## src/rtl/vram_pkg.sv

```systemverilog
// Shared VRAM types and default bus widths, also used by the timing and tile-render blocks.
package vram_pkg;

  localparam int unsigned VRAM_ADDR_W = 16;
  localparam int unsigned VRAM_DATA_W = 16;

  typedef enum logic [1:0] {
    TAG_NONE = 2'd0,
    TAG_DISP = 2'd1,
    TAG_A    = 2'd2,
    TAG_B    = 2'd3
  } tag_t;

  typedef enum logic {
    RR_A = 1'b0,
    RR_B = 1'b1
  } rr_t;

endpackage

```

## src/rtl/vram_arbiter_if.sv

```systemverilog
// VRAM arbiter bus: display fetch, ports A/B and the single-port RAM command/data signals.
interface vram_arbiter_if
  import vram_pkg::*;
#(
  parameter int unsigned ADDR_W = VRAM_ADDR_W,
  parameter int unsigned DATA_W = VRAM_DATA_W
);

  logic              blank;
  logic              disp_req;
  logic [ADDR_W-1:0] disp_addr;
  logic              disp_rvalid;

  logic              a_req;
  logic              a_we;
  logic [ADDR_W-1:0] a_addr;
  logic [DATA_W-1:0] a_wdata;
  logic              a_ack;
  logic              a_rvalid;

  logic              b_req;
  logic              b_we;
  logic [ADDR_W-1:0] b_addr;
  logic [DATA_W-1:0] b_wdata;
  logic              b_ack;
  logic              b_rvalid;

  logic [DATA_W-1:0] rdata;

  logic              ram_en;
  logic              ram_we;
  logic [ADDR_W-1:0] ram_addr;
  logic [DATA_W-1:0] ram_wdata;
  logic [DATA_W-1:0] ram_rdata;

  // Arbiter side
  modport slave (
    input  blank, disp_req, disp_addr,
    input  a_req, a_we, a_addr, a_wdata,
    input  b_req, b_we, b_addr, b_wdata,
    input  ram_rdata,
    output disp_rvalid, a_ack, a_rvalid, b_ack, b_rvalid, rdata,
    output ram_en, ram_we, ram_addr, ram_wdata
  );

  // Requesters and RAM side
  modport master (
    output blank, disp_req, disp_addr,
    output a_req, a_we, a_addr, a_wdata,
    output b_req, b_we, b_addr, b_wdata,
    output ram_rdata,
    input  disp_rvalid, a_ack, a_rvalid, b_ack, b_rvalid, rdata,
    input  ram_en, ram_we, ram_addr, ram_wdata
  );

endinterface

```

## src/rtl/vram_rd_tag_pipe.sv

```systemverilog
// Read-tag shift register (RD_LAT+1 deep) steering registered RAM read data to its requester.
module vram_rd_tag_pipe
  import vram_pkg::*;
#(
  parameter int unsigned DATA_W = VRAM_DATA_W,
  parameter int unsigned RD_LAT = 1
) (
  input  logic              clk,
  input  logic              rst_n,
  input  tag_t              tag_in,
  input  logic [DATA_W-1:0] ram_rdata,
  output logic              disp_rvalid,
  output logic              a_rvalid,
  output logic              b_rvalid,
  output logic [DATA_W-1:0] rdata
);

  tag_t              tag_q [RD_LAT+1];
  tag_t              tag_d [RD_LAT+1];
  logic              disp_rvalid_q, disp_rvalid_d;
  logic              a_rvalid_q, a_rvalid_d;
  logic              b_rvalid_q, b_rvalid_d;
  logic [DATA_W-1:0] rdata_q, rdata_d;
  tag_t              tag_end;

  // Stage 0 lines up with the RAM command; the last stage lines up with ram_rdata.
  always_comb begin
    tag_d[0] = tag_in;
    for (int unsigned i = 1; i <= RD_LAT; i++) begin
      tag_d[i] = tag_q[i-1];
    end
    tag_end       = tag_q[RD_LAT];
    disp_rvalid_d = (tag_end == TAG_DISP);
    a_rvalid_d    = (tag_end == TAG_A);
    b_rvalid_d    = (tag_end == TAG_B);
    rdata_d       = (tag_end != TAG_NONE) ? ram_rdata : rdata_q;
  end

  always_ff @(posedge clk or negedge rst_n) begin
    if (!rst_n) begin
      for (int unsigned i = 0; i <= RD_LAT; i++) begin
        tag_q[i] <= TAG_NONE;
      end
      disp_rvalid_q <= 1'b0;
      a_rvalid_q    <= 1'b0;
      b_rvalid_q    <= 1'b0;
      rdata_q       <= '0;
    end else begin
      for (int unsigned i = 0; i <= RD_LAT; i++) begin
        tag_q[i] <= tag_d[i];
      end
      disp_rvalid_q <= disp_rvalid_d;
      a_rvalid_q    <= a_rvalid_d;
      b_rvalid_q    <= b_rvalid_d;
      rdata_q       <= rdata_d;
    end
  end

  assign disp_rvalid = disp_rvalid_q;
  assign a_rvalid    = a_rvalid_q;
  assign b_rvalid    = b_rvalid_q;
  assign rdata       = rdata_q;

endmodule

```

## src/rtl/vram_arbiter.sv

```systemverilog
// Single-port VRAM arbiter: display fetch has absolute priority, ports A/B share the rest round-robin.
// Optional VRAM_BLANK_ONLY_EN: A/B writes are only granted while blank is high.
module vram_arbiter
  import vram_pkg::*;
#(
  parameter int unsigned ADDR_W = VRAM_ADDR_W,
  parameter int unsigned DATA_W = VRAM_DATA_W,
  parameter int unsigned RD_LAT = 1
) (
  input logic           sys_clk,
  input logic           reset,
  vram_arbiter_if.slave bus
);

  rr_t               rr_ptr_q, rr_ptr_d;
  logic              ram_en_q, ram_en_d;
  logic              ram_we_q, ram_we_d;
  logic [ADDR_W-1:0] ram_addr_q, ram_addr_d;
  logic [DATA_W-1:0] ram_wdata_q, ram_wdata_d;
  logic              a_ack_q, a_ack_d;
  logic              b_ack_q, b_ack_d;
  tag_t              tag_d;
  logic              elig_a, elig_b;

  always_comb begin
    // A port acked this cycle is still holding its old request; skip it.
    elig_a = bus.a_req && !a_ack_q;
    elig_b = bus.b_req && !b_ack_q;
`ifdef VRAM_BLANK_ONLY_EN
    elig_a = elig_a && (!bus.a_we || bus.blank);
    elig_b = elig_b && (!bus.b_we || bus.blank);
`endif
    a_ack_d  = 1'b0;
    b_ack_d  = 1'b0;
    rr_ptr_d = rr_ptr_q;
    if (!bus.disp_req) begin
      if (elig_a && elig_b) begin
        a_ack_d  = (rr_ptr_q == RR_A);
        b_ack_d  = (rr_ptr_q == RR_B);
        rr_ptr_d = (rr_ptr_q == RR_A) ? RR_B : RR_A;
      end else begin
        a_ack_d = elig_a;
        b_ack_d = elig_b;
      end
    end

    ram_en_d    = 1'b0;
    ram_we_d    = 1'b0;
    ram_addr_d  = ram_addr_q;
    ram_wdata_d = ram_wdata_q;
    tag_d       = TAG_NONE;
    if (bus.disp_req) begin
      ram_en_d   = 1'b1;
      ram_addr_d = bus.disp_addr;
      tag_d      = TAG_DISP;
    end else if (a_ack_d) begin
      ram_en_d    = 1'b1;
      ram_we_d    = bus.a_we;
      ram_addr_d  = bus.a_addr;
      ram_wdata_d = bus.a_wdata;
      tag_d       = bus.a_we ? TAG_NONE : TAG_A;
    end else if (b_ack_d) begin
      ram_en_d    = 1'b1;
      ram_we_d    = bus.b_we;
      ram_addr_d  = bus.b_addr;
      ram_wdata_d = bus.b_wdata;
      tag_d       = bus.b_we ? TAG_NONE : TAG_B;
    end
  end

  always_ff @(posedge sys_clk or negedge reset) begin
    if (!reset) begin
      rr_ptr_q    <= RR_A;
      ram_en_q    <= 1'b0;
      ram_we_q    <= 1'b0;
      ram_addr_q  <= '0;
      ram_wdata_q <= '0;
      a_ack_q     <= 1'b0;
      b_ack_q     <= 1'b0;
    end else begin
      rr_ptr_q    <= rr_ptr_d;
      ram_en_q    <= ram_en_d;
      ram_we_q    <= ram_we_d;
      ram_addr_q  <= ram_addr_d;
      ram_wdata_q <= ram_wdata_d;
      a_ack_q     <= a_ack_d;
      b_ack_q     <= b_ack_d;
    end
  end

`ifndef VRAM_BLANK_ONLY_EN
  logic unused_blank;
  assign unused_blank = bus.blank;
`endif

  assign bus.ram_en    = ram_en_q;
  assign bus.ram_we    = ram_we_q;
  assign bus.ram_addr  = ram_addr_q;
  assign bus.ram_wdata = ram_wdata_q;
  assign bus.a_ack     = a_ack_q;
  assign bus.b_ack     = b_ack_q;

  logic              disp_rvalid_w, a_rvalid_w, b_rvalid_w;
  logic [DATA_W-1:0] rdata_w;

  vram_rd_tag_pipe #(
    .DATA_W(DATA_W),
    .RD_LAT(RD_LAT)
  ) u_tag_pipe (
    .clk        (sys_clk),
    .rst_n      (reset),
    .tag_in     (tag_d),
    .ram_rdata  (bus.ram_rdata),
    .disp_rvalid(disp_rvalid_w),
    .a_rvalid   (a_rvalid_w),
    .b_rvalid   (b_rvalid_w),
    .rdata      (rdata_w)
  );

  assign bus.disp_rvalid = disp_rvalid_w;
  assign bus.a_rvalid    = a_rvalid_w;
  assign bus.b_rvalid    = b_rvalid_w;
  assign bus.rdata       = rdata_w;

endmodule

```

## src/flat_wrapper.sv

```systemverilog
// flat-port wrapper written by rule: the top's interface ports become plain ports
module vram_arbiter_flat import vram_pkg::*;
#(
  parameter int unsigned ADDR_W = VRAM_ADDR_W,
  parameter int unsigned DATA_W = VRAM_DATA_W,
  parameter int unsigned RD_LAT = 1
)
  (sys_clk, reset, bus_blank, bus_disp_req, bus_disp_addr, bus_a_req, bus_a_we, bus_a_addr, bus_a_wdata, bus_b_req, bus_b_we, bus_b_addr, bus_b_wdata, bus_ram_rdata, bus_disp_rvalid, bus_a_ack, bus_a_rvalid, bus_b_ack, bus_b_rvalid, bus_rdata, bus_ram_en, bus_ram_we, bus_ram_addr, bus_ram_wdata);
  vram_arbiter_if #(.ADDR_W(ADDR_W), .DATA_W(DATA_W)) bus_i ();
  input logic sys_clk;
  input logic reset;
  input wire logic [$bits(bus_i.blank)-1:0] bus_blank;
  input wire logic [$bits(bus_i.disp_req)-1:0] bus_disp_req;
  input wire logic [$bits(bus_i.disp_addr)-1:0] bus_disp_addr;
  input wire logic [$bits(bus_i.a_req)-1:0] bus_a_req;
  input wire logic [$bits(bus_i.a_we)-1:0] bus_a_we;
  input wire logic [$bits(bus_i.a_addr)-1:0] bus_a_addr;
  input wire logic [$bits(bus_i.a_wdata)-1:0] bus_a_wdata;
  input wire logic [$bits(bus_i.b_req)-1:0] bus_b_req;
  input wire logic [$bits(bus_i.b_we)-1:0] bus_b_we;
  input wire logic [$bits(bus_i.b_addr)-1:0] bus_b_addr;
  input wire logic [$bits(bus_i.b_wdata)-1:0] bus_b_wdata;
  input wire logic [$bits(bus_i.ram_rdata)-1:0] bus_ram_rdata;
  output wire logic [$bits(bus_i.disp_rvalid)-1:0] bus_disp_rvalid;
  output wire logic [$bits(bus_i.a_ack)-1:0] bus_a_ack;
  output wire logic [$bits(bus_i.a_rvalid)-1:0] bus_a_rvalid;
  output wire logic [$bits(bus_i.b_ack)-1:0] bus_b_ack;
  output wire logic [$bits(bus_i.b_rvalid)-1:0] bus_b_rvalid;
  output wire logic [$bits(bus_i.rdata)-1:0] bus_rdata;
  output wire logic [$bits(bus_i.ram_en)-1:0] bus_ram_en;
  output wire logic [$bits(bus_i.ram_we)-1:0] bus_ram_we;
  output wire logic [$bits(bus_i.ram_addr)-1:0] bus_ram_addr;
  output wire logic [$bits(bus_i.ram_wdata)-1:0] bus_ram_wdata;
  assign bus_i.blank = bus_blank;
  assign bus_i.disp_req = bus_disp_req;
  assign bus_i.disp_addr = bus_disp_addr;
  assign bus_i.a_req = bus_a_req;
  assign bus_i.a_we = bus_a_we;
  assign bus_i.a_addr = bus_a_addr;
  assign bus_i.a_wdata = bus_a_wdata;
  assign bus_i.b_req = bus_b_req;
  assign bus_i.b_we = bus_b_we;
  assign bus_i.b_addr = bus_b_addr;
  assign bus_i.b_wdata = bus_b_wdata;
  assign bus_i.ram_rdata = bus_ram_rdata;
  assign bus_disp_rvalid = bus_i.disp_rvalid;
  assign bus_a_ack = bus_i.a_ack;
  assign bus_a_rvalid = bus_i.a_rvalid;
  assign bus_b_ack = bus_i.b_ack;
  assign bus_b_rvalid = bus_i.b_rvalid;
  assign bus_rdata = bus_i.rdata;
  assign bus_ram_en = bus_i.ram_en;
  assign bus_ram_we = bus_i.ram_we;
  assign bus_ram_addr = bus_i.ram_addr;
  assign bus_ram_wdata = bus_i.ram_wdata;
  vram_arbiter #(.ADDR_W(ADDR_W), .DATA_W(DATA_W), .RD_LAT(RD_LAT)) u_core (.sys_clk(sys_clk), .reset(reset), .bus(bus_i));
endmodule
```

## config.mk

```make
export PLATFORM = sky130hd
export DESIGN_NAME = vram_arbiter_flat
export DESIGN_NICKNAME = d
export VERILOG_FILES = /design/src/rtl/vram_pkg.sv /design/src/rtl/vram_arbiter_if.sv /design/src/rtl/vram_rd_tag_pipe.sv /design/src/rtl/vram_arbiter.sv /design/src/flat_wrapper.sv
export SDC_FILE = /design/constraint.sdc
export NUM_CORES = 1
export LEC_CHECK = 0
export BUFFER_PORTS_ARGS = -buffer_cell sky130_fd_sc_hd__buf_2
export CAP_MARGIN = 20
export CORE_MARGIN = 2
export CORE_UTILIZATION = 40
export CTS_CLUSTER_DIAMETER = 100
export DETAILED_ROUTE_END_ITERATION = 7
export PLACE_DENSITY = 0.85
export SLEW_MARGIN = 0
export SYNTH_ARGS = -nofsm -noshare
export SYNTH_HDL_FRONTEND = slang
export SYNTH_HIERARCHICAL = 1
export SYNTH_SLANG_ARGS = --single-unit
```

## constraint.sdc

```tcl
create_clock -name sys_clk -period 1.5 [get_ports sys_clk]
set_input_delay 0.075 -clock sys_clk [delete_from_list [all_inputs] [get_ports sys_clk]]
set_output_delay 0.075 -clock sys_clk [all_outputs]
set_load 0.05 [all_outputs]
```

# Word-level counts from Yosys, hierarchy flattened
# Cells that the tools add are included.
dict set report classes {
  n_eq_ne 3
  n_mux 21
  bitwise_logic 2
  n_reduce_logical 10
}
# op n
set ops {}
lappend ops {{two-way mux 16 bit} 5}
lappend ops {{two-way mux 1 bit} 11}
lappend ops {{two-way mux 2 bit} 5}
lappend ops {{equality test 2 bit (second input constant)} 2}
lappend ops {{AND reduction 2 bit} 2}
lappend ops {{nonzero test 2 bit} 2}
lappend ops {{logical AND 1 bit} 3}
lappend ops {{nonzero test 3 bit} 1}
lappend ops {{equality test 2 x 1 -> 1 bit (second input constant)} 1}
lappend ops {{logical NOT 1 bit} 2}
lappend ops {{NOT 1 bit} 2}
dict set report totals {
  reg_bits 60
  in_bits 104
  out_inout_bits 55
  word_cells 49
}

# Logic depth before layout (Yosys ltp)
# Gate-level depths: netlist (run 1).
dict set report logic_depth {
  ltp_word 8
  mapped_depth 6
  depth_no_buf 3
}

# By module
# Netlist (run 1), hierarchy kept.
# mod instances cells_per_inst area_per_inst_um2 seq_area_each_um2
set by_module_without_submodules {}
lappend by_module_without_submodules {vram_arbiter 1 191 2016.9 925.9}
lappend by_module_without_submodules {vram_rd_tag_pipe 1 44 849.6 575.6}

# Least setup slack after synthesis (run 1)
# No wires, ideal clock.
dict set report synth_path {
  path_kind {register to register}
  from {register u_core.a_ack_q (netlist: u_core/bus.a_ack)}
  to {register u_core.ram_wdata_q[10] (netlist: u_core/bus.ram_wdata[10])}
  setup_time_ns 0.126
  arrival_time_ns 1.633
  required_time_ns 1.374
  slack_ns -0.259
  path_stages_with_launch 6
  n_path_buf 2
  period_less_slack_ns 1.759
  path_cell_list {dfrtp_1 > nand2b_1 > buf_2 > o211a_1 > buf_6 > a221o_1}
}
dict set report synth_between {
  elab_chain_len 7
  elab_cells_between_ends 10
  cone_classes {5 x mux; 5 x reduce/logical}
}
# item line
set synth_rtl {}
lappend synth_rtl {{start, declared} vram_arbiter.sv:20} ;# logic a_ack_q, a_ack_d;
lappend synth_rtl {{start signal, assigned} vram_arbiter.sv:86} ;# a_ack_q <= a_ack_d;
lappend synth_rtl {{logical NOT 1 bit (*)} vram_arbiter.sv:27} ;# elig_a = bus.a_req && !a_ack_q;
lappend synth_rtl {{logical AND 1 bit (*)} vram_arbiter.sv:27}
lappend synth_rtl {{logical AND 1 bit} vram_arbiter.sv:37} ;# if (elig_a && elig_b) begin
lappend synth_rtl {{two-way mux 1 bit} vram_arbiter.sv:37}
lappend synth_rtl {{two-way mux 1 bit} vram_arbiter.sv:36} ;# if (!bus.disp_req) begin
lappend synth_rtl {{nonzero test 2 bit (no line)} n/a}
lappend synth_rtl {{AND reduction 2 bit (no line)} n/a}
lappend synth_rtl {{end signal, assigned} vram_arbiter.sv:85} ;# ram_wdata_q <= ram_wdata_d;
lappend synth_rtl {{end, declared} vram_arbiter.sv:19} ;# logic [DATA_W-1:0] ram_wdata_q, ram_wdata_d;
# Every way passes the cells marked *; elsewhere a longest branch is shown, timed or not.
# A chain may end at the register's enable or synchronous reset.

# Final worst setup path (run 1)
# Ends and elaborated chain as after synthesis.

==> impl_results.md, run 1 <==
- Outcome: finished clean
- Via/cell ratio: 5.301
- Critical path required time: 1.70 ns
- Largest family of logic cells by synthesized area: compound AO/OA/AOI/OAI gates
- Crit path max-delay family: compound AO/OA/AOI/OAI gates
- Overflow left after global routing: 0
- RSZ-0062 raised after global routing: no
- Cell row count: 30
- Synth Flop Type: dfrtp_1
- Area of the multi-input gates: 1226 um^2
- Final Max Tran Viols: 0
- Fraction of registers with async set or reset after synthesis: 100.0%
- Simple-Gate Fraction of Synth Area: 15.32%
- Syn_nets: 339
- Unique masters post-synth: 33
- Crit. End Element: register
- Max incr delay on CP: 0.43 ns
- Worst vdd ir: 0.0007205 V
- Vias in the first global route: 2911
- Top-area cell type share of the netlist area: 52.38%
- Most frequent cell after synthesis: dfrtp_1
- DRT iter0 DRCs: 160
- CTS tree: yes
- Pre-CTS setup slack: 0.007995 ns
- CTS buffer count: 9
- Final setup fails: 0
- Synth area leader: dfrtp_1
- Crit path DAT: 1.66 ns
- Total global-route track usage: 22.82%
- Nets: 538
- FF/Latch Area: 1504 um^2
- Min Hold Slack: 0.01241 ns
- Minimum clock period: 1.460 ns
- Clock Latency Late Sink: 0.33 ns
- Critical path type: register to register
- N_diodes: 0
- Slew at the pin closest to its max-slew limit: 0.4684 ns
- Starting Density: 41.73%
- DR pass1 iterations: 4
- Synth area leaders: dfrtp_1 (52%), a221o_1 (5.6%), mux2_4 (5.2%), a41oi_2 (5.1%), o211ai_1 (4.2%)
- DRT antenna net count: 0
- Synth Area in Compound Gates: 18.55%
- Hold Path Class: primary input to register
- CTS Buffer Depth: 2
- Die H: 88.66 um
- Adder-cell share of the synthesized area: 0%
- DIE AREA: 7860 um^2
- Clock sinks: 60
- Drt wl/cell: 16.99 um
- CP startpoint kind: register
- Synthesis-stage register bit count: 60
- EDFF count, synth: 0
- IO Pins: 159
- Largest net degree at the start of global routing: 61
- Fraction of layout instances using a drive strength above 1: 52.39%
- P per Cell Area: 1348 nW/um^2
- Initial antenna violation count: 0
- Commonest cells in the netlist: dfrtp_1 (60), nand2_1 (17)
- Via count of the routed design: 2836
- Reg clk slew, reported paths: 0.06 ns
- Final WS setup: 0.04030 ns
- Clk_skew: 0.009796 ns
- Fill cells: 564
- GPL Wtd Cong: 0.7558
- Global-route wire length before repair: 13670 um
- Area Overhead vs Synth: 53.38%
- Die width: 88.66 um
- Final wirelength: 9087 um
- Slowest CP cell: dfrtp_2
- Final hold violation count: 0
- Post-synthesis xor/xnor area fraction: 0.3055%
- DRC viols: 0
- FF-to-FF setup slack: 0.04 ns
- Final Power: 5.925 mW
- Seq/Total Area, Yosys: 52.38%
- Critical path fanouts, max: 20
- Number of max-cap violations: 0
- Mapped Cells: 235
- Clock root buffer: clkbuf_8
- Relative slew slack: 68.66%
- Core box area: 6869 um^2
- Netlist Area Pre-Place: 2866 um^2
- Leak: 2.149 nW
- Number of I/O port buffers: 157
- H-tree depth: 3
- Synth Warn #: 6
- CP Buf/Inv Count: 1
- Peak Freq: 685.1 MHz
- Post-synthesis mux area share: 7.595%
- Fin crit share: 97.31%
- Cell chain of the critical path: nand2b_4, o211a_1, buf_12, a221o_1
- Mean post-synth cell area: 12.20 um^2
- Post-CTS setup buffers: 0
- DP HPWL: 5973 um
layout make-up:
| class | count | share of cell area [%] |
|---|---|---|
| sequential | 60 | 34.21 |
| timing repair buffer | 213 | 30.31 |
| multi-input combinational | 147 | 27.89 |
| clock buffer | 12 | 3.529 |
| tap | 96 | 2.732 |
| clock inverter | 4 | 1.081 |
| inverter | 3 | 0.2561 |
cells in the final DEF, fill, tap and decap left out, types with 3 or more instances in the layout:
cell type      instances
o211ai_1              16
buf_2                157
dfrtp_1               58
and3_1                16
buf_12                 3
dlygate4sd3_1         34
nand3_1               16
mux2_2                 6
clkbuf_8              11
buf_4                 18
a41oi_2               10
nand2_1               17
a41oi_1                6
a221o_1               16
mux2_4                10
nor4_1                16
metal layers:
layer / vias to the layer above / wire (um) / GRT usage, %
met2: 123 / 4736 / 40.23
met5: - / 0 / 0
met3: 26 / 456 / 4.757
met4: 0 / 290 / 11.16
li1: 1309 / - / -
met1: 1378 / 3604 / 26.16
logic make-up (layout without fill, tap and decap cells):
group	count (synthesis)	count (layout)
AO/OA/AOI/OAI	53	53
XOR/XNOR	1	1
buffers and inverters	28	232
flip-flops	60	60
multiplexers	16	16
AND/OR/NAND/NOR	77	77
worst register-to-register path, stage by stage, from the launching register on:
cell and delay, ns:
dfrtp_2 0.43, nand2b_4 0.15, o211a_1 0.25, buf_12 0.16, a221o_1 0.34
path summary, 6_finish.rpt:
path / startpoint / to / cells past startpoint
max in group asynchronous: reset / u_core/bus.a_ack / 3
setup / recovery: u_core/bus.a_ack / u_core/bus.ram_wdata[10] / 4
min in group asynchronous: reset / u_core/u_tag_pipe/rdata[0] / 3
hold / removal: bus_b_we / u_core/bus.ram_we / 2
hold reg to reg: u_core/u_tag_pipe/tag_d[1] / u_core/u_tag_pipe/tag_end[1] / 0
setup reg to reg: u_core/bus.a_ack / u_core/bus.ram_wdata[10] / 4
what timing repair did:
action | CTS | global route
hold endpoints to repair | 93 | 0
setup endpoints to repair | 7 | 3
resized for setup | 1 | 2
hold buffers | 34 | 0
power by group:
part / internal (mW) / switching [mW]
clock network: 0.853 / 0.619
logic: 0.766 / 1.59
registers: 1.91 / 0.188
state kept, by name (all words and copies together) (netlist names):
name / count
u_core/bus.a_ack: 1
u_core/bus.b_ack: 1
u_core/bus.ram_addr: 16
u_core/bus.ram_en: 1
u_core/bus.ram_wdata: 16
u_core/bus.ram_we: 1
u_core/rr_ptr_q: 1
u_core/u_tag_pipe/a_rvalid: 1
u_core/u_tag_pipe/b_rvalid: 1
u_core/u_tag_pipe/disp_rvalid: 1
u_core/u_tag_pipe/rdata: 16
u_core/u_tag_pipe/tag_d: 2
u_core/u_tag_pipe/tag_end: 2
stage by stage:
step	setup TNS, ns	std cells	util, %	cell area [um^2]
final	0	535	64.01	4397
after global routing	0	535	64.01	4397
after CTS	0	535	63.84	4385
after detailed placement	0	485	55.83	3835
after floorplan	-2.000	235	-	2893
after global placement	0	485	55.83	3835
Note: power is estimated with default switching activity, not from simulation.
==> inputs of run 2 (changes only) <==
Settings changed: PLACE_DENSITY 0.85 to 0.76, TNS_END_PERCENT from default to 5.
==> impl_results.md, run 2 (synthesis gave the netlist of run 1 again) <==
- Leak: 2.138 nW
- Clk_skew: 0.009723 ns
- DRC viols: 0
- Crit. End Element: register
- DP HPWL: 6000 um
- CP Buf/Inv Count: 1
- Critical path required time: 1.70 ns
- CTS buffer count: 9
- Number of max-cap violations: 0
- Critical path type: register to register
- Total global-route track usage: 23.37%
- Most frequent cells in the layout: buf_2 (157), dfrtp_1 (58), dlygate4sd3_1 (34)
- CP startpoint kind: register
- Max incr delay on CP: 0.44 ns
- Die width: 88.66 um
- H-tree depth: 3
- DRT iter0 DRCs: 131
- Core box area: 6869 um^2
- Via/cell ratio: 5.262
- GPL Wtd Cong: 0.8467
- Critical path fanouts, max: 20
- Initial antenna violation count: 0
- Int Pwr: 3.532 mW
- Slowest CP cell: dfrtp_2
- CTS tree: yes
- IO Pins: 159
- Fill cells: 559
- Starting Density: 41.73%
- Net Sw Frac: 40.28%
- P per Cell Area: 1347 nW/um^2
- Fin crit share: 96.74%
- Via count of the routed design: 2794
- Largest net degree at the start of global routing: 61
- Post-CTS setup buffers: 0
- Global-route wire length before repair: 13780 um
- Final hold violation count: 0
- Outcome: finished clean
- Clock root buffer: clkbuf_8
- Logic gate share of total power: 39.8%
- Vias in the first global route: 2769
- Cell row count: 30
- Cell chain of the critical path: nand2b_4, o211a_1, buf_12, a221o_1
- Clock Latency Late Sink: 0.33 ns
- Final wirelength: 8884 um
- Nets: 534
- Final Max Tran Viols: 0
- Setup TNS: 0 ns
- Drt wl/cell: 16.73 um
- Overflow left after global routing: 0
- Final setup fails: 0
- Number of I/O port buffers: 157
- Sw power: 2.382 mW
- Crit path DAT: 1.65 ns
- RSZ-0062 raised after global routing: no
- DR pass1 iterations: 4
- Worst vdd ir: 0.0006126 V
- Clk pwr share: 24.7%
- Clock sinks: 60
- Most common cell after layout, fill and taps aside: buf_2
- Final Power: 5.914 mW
- CTS Buffer Depth: 2
- DIE AREA: 7860 um^2
- Peak Freq: 689.2 MHz
- Die H: 88.66 um
- DRT antenna net count: 0
- Reg clk slew, reported paths: 0.07 ns
- Sequential share of power: 35.5%
- Slew at the pin closest to its max-slew limit: 0.4501 ns
- Minimum clock period: 1.451 ns
- Crit path max-delay family: compound AO/OA/AOI/OAI gates
- Relative slew slack: 69.88%
- Area Overhead vs Synth: 53.16%
- N_diodes: 0
- Hold Path Class: primary input to register
- Fraction of layout instances using a drive strength above 1: 52.64%
run 2: changes by cell type in the layout (fill, tap and decap cells not counted):
| cell | before | now |
|---|---|---|
| nor2b_1 | 2 | 0 |
| nor2b_4 | 0 | 1 |
| nor3_2 | 0 | 1 |
| nor2b_2 | 0 | 1 |
| buf_12 | 3 | 4 |
| buf_6 | 1 | 0 |
| nor3_1 | 1 | 0 |
| buf_4 | 18 | 14 |
run 2: worst paths after layout:
kind | start | to | slack [ns] | depth (start not counted)
min in group asynchronous | reset | u_core/bus.ram_wdata[12] | 0.27 | 3
worst max-delay path | u_core/bus.a_ack | u_core/bus.ram_wdata[11] | 0.05 | 4
worst min-delay path | bus_b_wdata[11] | u_core/bus.ram_wdata[11] | 0.02 | 2
max in group asynchronous | reset | u_core/bus.b_ack | 0.94 | 3
worst min register to register | u_core/u_tag_pipe/tag_d[1] | u_core/u_tag_pipe/tag_end[1] | 0.35 | 0
worst max register to register | u_core/bus.a_ack | u_core/bus.ram_wdata[11] | 0.05 | 4
run 2: layout make-up:
cell class	count	area (um^2)	area share (%)
flip-flops and latches	60	1504	34.25
multi-input cells	147	1241	28.27
well taps	96	120.1	2.736
repair buffers	209	1311	29.87
clock buffers	12	155.1	3.534
inverters	3	11.26	0.2565
clock inverters	4	47.55	1.083
run 2: metrics by stage:
stage	utilization (%)	setup slack [ns]	instance area [um^2]	instances	hold slack, ns
floorplan	-	-0.1080	2883	235	-0.2206
global placement	55.61	-0.05303	3820	481	0.1028
detailed placement	55.61	-0.1474	3820	481	0.1075
CTS	63.55	0.005210	4365	531	0.002952
global route	63.92	0.003481	4390	531	0.01369
finish	63.92	0.04896	4390	531	0.02497
run 2: metal layers:
metal  track usage (%)  share of wire (%)  vias up
li1                  -                  -     1301
met1             29.92                 42     1346
met2             37.04                 49      123
met3             5.131                6.1       24
met4             12.26                3.3        0
met5                 0                  0        -
run 2: repair_timing:
action / 4_1_cts / 5_1_grt
hold buffers: 34 / 0
hold endpoints to repair: 92 / 0
pin swaps: 0 / 1
setup endpoints to repair: 27 / 19
gates resized for setup: 1 / 4
run 2: power groups by stage:
stage	Sequential [mW]	Combinational (mW)	Clock, mW
2_1_floorplan	3.05	0.653	0
6_report	2.10	2.36	1.46
3_3_place_gp	2.10	2.24	0
3_5_place_dp	2.11	2.27	0
4_1_cts	2.09	2.34	1.50
5_1_grt	2.13	2.48	1.57
